--- src/rtl/writeback_stage.sv ---
// rtl/writeback_stage.sv - retire stage: load wait, load alignment, register file write port
// Optional feature macro: WB_INSTRET_EN adds the 64-bit retired-instruction counter and instret port.
module writeback_stage #(
  parameter int LOAD_TIMEOUT = 16
) (
  input  logic        clk,
  input  logic        rst,
  input  logic        ex_valid,
  input  logic        ex_is_load,
  input  logic        ex_reg_wr,
  input  logic        ex_wb_sel,
  input  logic [2:0]  ex_funct3,
  input  logic [4:0]  ex_rd,
  input  logic [31:0] ex_alu_result,
  input  logic [31:0] ex_pc,
  input  logic        mem_rvalid,
  input  logic [31:0] mem_rdata,
  output logic        stall,
  output logic        write_enable,
  output logic [4:0]  write_address,
  output logic [31:0] write_data,
`ifdef WB_INSTRET_EN
  output logic [63:0] instret,
`endif
  output logic        load_timeout_err
);

  localparam int CW = $clog2(LOAD_TIMEOUT + 1);
  localparam logic [CW-1:0] TIMEOUT_VAL = CW'(LOAD_TIMEOUT);

  typedef enum logic [1:0] {
    S_IDLE      = 2'd0,
    S_LOAD_WAIT = 2'd1,
    S_WRITE     = 2'd2
  } state_e;

  state_e        state_q, state_d;
  logic [CW-1:0] cnt_q, cnt_d;
  logic          err_q, err_d;
  logic          we_q, we_d;
  logic [4:0]    addr_q, addr_d;
  logic [31:0]   data_q, data_d;
  logic [4:0]    ld_rd_q, ld_rd_d;
  logic          ld_reg_wr_q, ld_reg_wr_d;
  logic [2:0]    ld_funct3_q, ld_funct3_d;
  logic [1:0]    ld_off_q, ld_off_d;

  logic          accept;
  logic [CW-1:0] cnt_inc;
  logic [31:0]   pc_plus4;
  logic [31:0]   load_value;

  // Byte/half selection from the raw word; unknown funct3 values fall back to a full word.
  function automatic logic [31:0] align_load(input logic [2:0] funct3, input logic [1:0] off,
                                             input logic [31:0] rdata);
    logic [7:0]  b;
    logic [15:0] h;
    b = rdata[{off, 3'b000} +: 8];
    h = rdata[{off[1], 4'b0000} +: 16];
    case (funct3)
      3'b000:  align_load = {{24{b[7]}}, b};
      3'b001:  align_load = {{16{h[15]}}, h};
      3'b100:  align_load = {24'd0, b};
      3'b101:  align_load = {16'd0, h};
      default: align_load = rdata;
    endcase
  endfunction

  assign accept     = ex_valid && (state_q != S_LOAD_WAIT);
  assign cnt_inc    = cnt_q + CW'(1);
  assign pc_plus4   = ex_pc + 32'd4;
  assign load_value = align_load(ld_funct3_q, ld_off_q, mem_rdata);

  // Next-state and next-output computation for the retire FSM.
  always_comb begin
    state_d     = state_q;
    cnt_d       = cnt_q;
    err_d       = err_q;
    we_d        = 1'b0;
    addr_d      = addr_q;
    data_d      = data_q;
    ld_rd_d     = ld_rd_q;
    ld_reg_wr_d = ld_reg_wr_q;
    ld_funct3_d = ld_funct3_q;
    ld_off_d    = ld_off_q;
    case (state_q)
      S_LOAD_WAIT: begin
        if (mem_rvalid) begin
          // Data arriving on the final allowed cycle still completes the load.
          state_d = S_WRITE;
          if (ld_reg_wr_q && (ld_rd_q != 5'd0)) begin
            we_d   = 1'b1;
            addr_d = ld_rd_q;
            data_d = load_value;
          end
        end else if (cnt_inc == TIMEOUT_VAL) begin
          state_d = S_IDLE;
          err_d   = 1'b1;
        end else begin
          cnt_d = cnt_inc;
        end
      end
      default: begin
        if (accept) begin
          if (ex_is_load) begin
            state_d     = S_LOAD_WAIT;
            cnt_d       = '0;
            ld_rd_d     = ex_rd;
            ld_reg_wr_d = ex_reg_wr;
            ld_funct3_d = ex_funct3;
            ld_off_d    = ex_alu_result[1:0];
          end else begin
            state_d = S_WRITE;
            if (ex_reg_wr && (ex_rd != 5'd0)) begin
              we_d   = 1'b1;
              addr_d = ex_rd;
              data_d = ex_wb_sel ? pc_plus4 : ex_alu_result;
            end
          end
        end else begin
          state_d = S_IDLE;
        end
      end
    endcase
  end

  // Retire FSM state and registered register-file outputs.
  always_ff @(posedge clk or posedge rst) begin
    if (rst) begin
      state_q     <= S_IDLE;
      cnt_q       <= '0;
      err_q       <= 1'b0;
      we_q        <= 1'b0;
      addr_q      <= 5'd0;
      data_q      <= 32'd0;
      ld_rd_q     <= 5'd0;
      ld_reg_wr_q <= 1'b0;
      ld_funct3_q <= 3'd0;
      ld_off_q    <= 2'd0;
    end else begin
      state_q     <= state_d;
      cnt_q       <= cnt_d;
      err_q       <= err_d;
      we_q        <= we_d;
      addr_q      <= addr_d;
      data_q      <= data_d;
      ld_rd_q     <= ld_rd_d;
      ld_reg_wr_q <= ld_reg_wr_d;
      ld_funct3_q <= ld_funct3_d;
      ld_off_q    <= ld_off_d;
    end
  end

`ifdef WB_INSTRET_EN
  logic [63:0] instret_q;

  // Every cycle spent in WRITE is one retired instruction, including ones that do not write rd.
  always_ff @(posedge clk or posedge rst) begin
    if (rst) begin
      instret_q <= 64'd0;
    end else if (state_q == S_WRITE) begin
      instret_q <= instret_q + 64'd1;
    end
  end

  assign instret = instret_q;
`endif

  assign stall            = (state_q == S_LOAD_WAIT);
  assign write_enable     = we_q;
  assign write_address    = addr_q;
  assign write_data       = data_q;
  assign load_timeout_err = err_q;

endmodule

--- config.mk ---
export PLATFORM = sky130hd
export DESIGN_NAME = writeback_stage
export DESIGN_NICKNAME = d
export VERILOG_FILES = /design/src/rtl/writeback_stage.sv
export SDC_FILE = /design/constraint.sdc
export NUM_CORES = 1
export LEC_CHECK = 0
export CAP_MARGIN = 20
export CORE_ASPECT_RATIO = 0.75
export CORE_UTILIZATION = 35
export CTS_CLUSTER_SIZE = 40
export DETAILED_ROUTE_END_ITERATION = 12
export PLACE_DENSITY = 0.7
export SLEW_MARGIN = 20
export SYNTH_ARGS = -nofsm -noshare
export SYNTH_HDL_FRONTEND = slang
export SYNTH_SLANG_ARGS = --single-unit
--- constraint.sdc ---
create_clock -name clk -period 2.8 [get_ports clk]
set_input_delay 0.56 -clock clk [delete_from_list [all_inputs] [get_ports clk]]
set_output_delay 0.56 -clock clk [all_outputs]
set_load 0.02 [all_outputs]
==> results.sh <==
export IMPL_status="finished, final reports clean"
export IMPL_fin_util_pct=55.0
export IMPL_synth_distinct_cells=70
export IMPL_cp_cell_sequence="nand2b_1 > inv_1 > clkdlybuf4s50_1"
export IMPL_cpPeakStageDelay_ns=0.72
export IMPL_maxCapViolations=0
export IMPL_viasPerCell=5.73
export IMPL_drc=0
export IMPL_cts_setup_buffers=0
export IMPL_worst_slew_pin_slew_ns=0.721
export IMPL_die_w_um=129
export IMPL_finalCritPeriodShare_pct=93.9
export IMPL_grt_pass1_wl_mm=25.3
export IMPL_area_growth_pct=51.8
export IMPL_port_buffers=150
export IMPL_synth_top_area_share_pct=33.8
export IMPL_power_density_nw_per_um2=841
export IMPL_placed_area_um2=6080
export IMPL_syn_cell_area_um2=4230
export IMPL_vias=4908
export IMPL_rsz0062_at_grt="no"
export IMPL_crit_path_max_fanout=14
export IMPL_dr_pass1_iters=6
export IMPL_synthFlopType="dfrtp_1"
export IMPL_initial_core_util_pct=36.2
export IMPL_yosysSeqAreaShare_pct=33.8
export IMPL_finalNonFillerCells=857
export IMPL_design_core_area_um2=11700
export IMPL_dp_cells=841
export IMPL_grt_max_degree=39
export IMPL_totalWireLength_mm=16.1
export IMPL_antennaDiodeCount=0
export IMPL_cts_sinks=57
export IMPL_ant_nets=0
export IMPL_ys_seq_elements=57
export IMPL_hold_violations=0
export IMPL_htreeDepth=3
export IMPL_synthesis_nets=641
export IMPL_clkTransAtPathRegs_ns=0.05
export IMPL_fin_crit_ns=2.63
export IMPL_slew_violations=0
export IMPL_start_kind="flop"
export IMPL_antenna_found_initial=0
export IMPL_peakVddDrop_mv=0.442
export IMPL_reg2reg_slack_ns=0.49
export IMPL_ys_top_cells_by_area="dfrtp_1 34%, nand2_1 7.6%, nand3_1 3.8%, a21oi_1 3.1%, nor2_1 2.9%"
export IMPL_skew_ns=0.00605
export IMPL_final_setup_tns_ns=0
export IMPL_setup_ws_ns=0.170
export IMPL_grt_util_all_layers_pct=26.4
export IMPL_avgSynthCellArea_um2=8.00
export IMPL_ys_async_sr_fraction_pct=100
export IMPL_hold_buffers=0
export IMPL_hold_class="reg -> reg"
export IMPL_fin_nets=803
export IMPL_max_freq_mhz=380
export IMPL_slowest_stage="clkdlybuf4s50_1"
export IMPL_synth_cells=528
export IMPL_first_global_vias=4749
export IMPL_dieHeight_um=97.2
export IMPL_worstPathRequired_ns=2.24
export IMPL_cts_tree="yes"
export IMPL_synth_top_cell_by_area="dfrtp_1"
export IMPL_cts_made_buffers=9
export IMPL_crit_family="buffers and inverters"
export IMPL_dp_final_hpwl_mm=12.6
export IMPL_ys_warn_count=0
export IMPL_dpl_worst_slack_ns=-0.135
export IMPL_cts_root_buf="clkbuf_16"
export IMPL_postLayoutCellArea_um2=6410
export IMPL_synthTopCellsByCount="86 x nand2_1, 57 x dfrtp_1, 33 x nor2_1"
export IMPL_die_area_um2=12500
export IMPL_crit_buf_inv=2
export IMPL_placementRows=34
export IMPL_gp_congestion=0.907
export IMPL_yosysMostFrequentCell="nand2_1"
export IMPL_ios=151
export IMPL_post_cts_resized=0
export IMPL_setup_worst_path_end_class="primary output"
export IMPL_avgRoutedWirePerCell_um=18.8
export IMPL_drive_gt1_share_pct=12.1
export IMPL_synth_enable_flop_cells=0
export IMPL_ctsLongestPathBuffers=2
export IMPL_timing_slew_headroom_pct=51.9
export IMPL_setup_viol=0
export IMPL_drt_iter0_drc=361
export IMPL_fill_cells=1053
export IMPL_path_class="reg -> out"
export IMPL_worstPathArrival_ns=2.07
export IMPL_clock_latency_ns=0.34
export IMPL_leakagePower_nw=2.55
export IMPL_gr_total_overflow=0
[cells by family (layout without fill, tap and decap cells)]
logic type	count (synthesis)	count (layout)	share of synthesized area, %
adders and majority gates	2	2	0.592
muxes	17	17	4.56
DFF	57	57	33.8
AOI/OAI and AO/OA	148	148	25.4
xor gates and xnor gates	13	13	2.69
and+or+nand+nor	231	231	26.8
buffers and inverters	60	227	6.16
[placed cells by master (no fill, tap or decap), types with 6 or more instances in the layout]
cell type | netlist | routed
buf_4 | 0 | 38
nor3_1 | 20 | 20
o21ai_0 | 22 | 22
mux2i_1 | 8 | 8
o221a_2 | 7 | 7
xnor2_1 | 9 | 9
mux2_2 | 8 | 8
clkdlybuf4s50_1 | 0 | 149
nand3_1 | 32 | 32
and3_1 | 6 | 6
nand2_1 | 86 | 86
inv_1 | 19 | 18
a21oi_1 | 26 | 26
nor2_1 | 33 | 33
nor2b_1 | 9 | 9
a31oi_1 | 16 | 16
o22a_1 | 7 | 7
or4_1 | 6 | 6
a221oi_1 | 8 | 8
a211oi_1 | 7 | 7
or3_1 | 8 | 8
dfrtp_1 | 57 | 57
clkbuf_16 | 0 | 9
[metrics by stage]
step | hold slack, ns | total power [mW]
after global placement | 0.453 | 4.07
after CTS | 0.476 | 5.37
final | 0.477 | 5.40
after floorplan | 0.459 | 2.93
after detailed placement | 0.466 | 4.13
after global routing | 0.484 | 5.68
[worst reg2reg max path, stage by stage (launching register included)]
cell and delay [ns]:
dfrtp_1 0.38, or4_1 0.58, o2111a_1 0.34, a21oi_4 0.27, inv_2 0.10, buf_12 0.18, and3_1 0.16, nor3_1 0.20
[power breakdown]
group	leakage, nW	switching (mW)	internal [mW]
clock network	0.162	0.404	0.823
logic	1.71	1.43	1.24
registers	0.679	0.319	1.18
total	2.55	2.15	3.24
[cell type report]
class,instances,area (um^2),area share (%)
flip-flops and latches,57,1430,22.2
well taps,162,203,3.16
clock buffers,11,253,3.94
multi-input cells,411,2540,39.6
repair buffers,191,1840,28.7
inverters,20,75.1,1.17
clock inverters,5,77.6,1.21
[state kept, by name, summed over array words and instances (netlist names), 2 cells and up]
| name | flops |
|---|---|
| ld_funct3_q | 3 |
| ld_rd_q | 5 |
| cnt_q | 5 |
| write_data | 32 |
| ld_off_q | 2 |
| write_address | 5 |
| state_q | 2 |
[metal layers]
layer / wire length, um / global-route usage [%]
met3: 1630 / 6.44
met4: 218 / 6.33
met1: 7150 / 37.9
met5: 0 / 0
met2: 7150 / 39.7
[worst paths after layout]
kind	from	endpoint	cells after the start
hold reg to reg	load_timeout_err$_DFFE_PP0P_	load_timeout_err$_DFFE_PP0P_	1
setup / recovery	state_q[1]$_DFFE_PP0P_	stall	3
hold / removal	load_timeout_err$_DFFE_PP0P_	load_timeout_err$_DFFE_PP0P_	1
max in group asynchronous	rst	write_data[23]$_DFFE_PP0P_	3
min in group asynchronous	rst	cnt_q[3]$_DFFE_PP0P_	2
setup reg to reg	ld_rd_q[2]$_DFFE_PP0P_	write_data[24]$_DFFE_PP0P_	7
No activity file was read; power rests on OpenSTA's default activity.
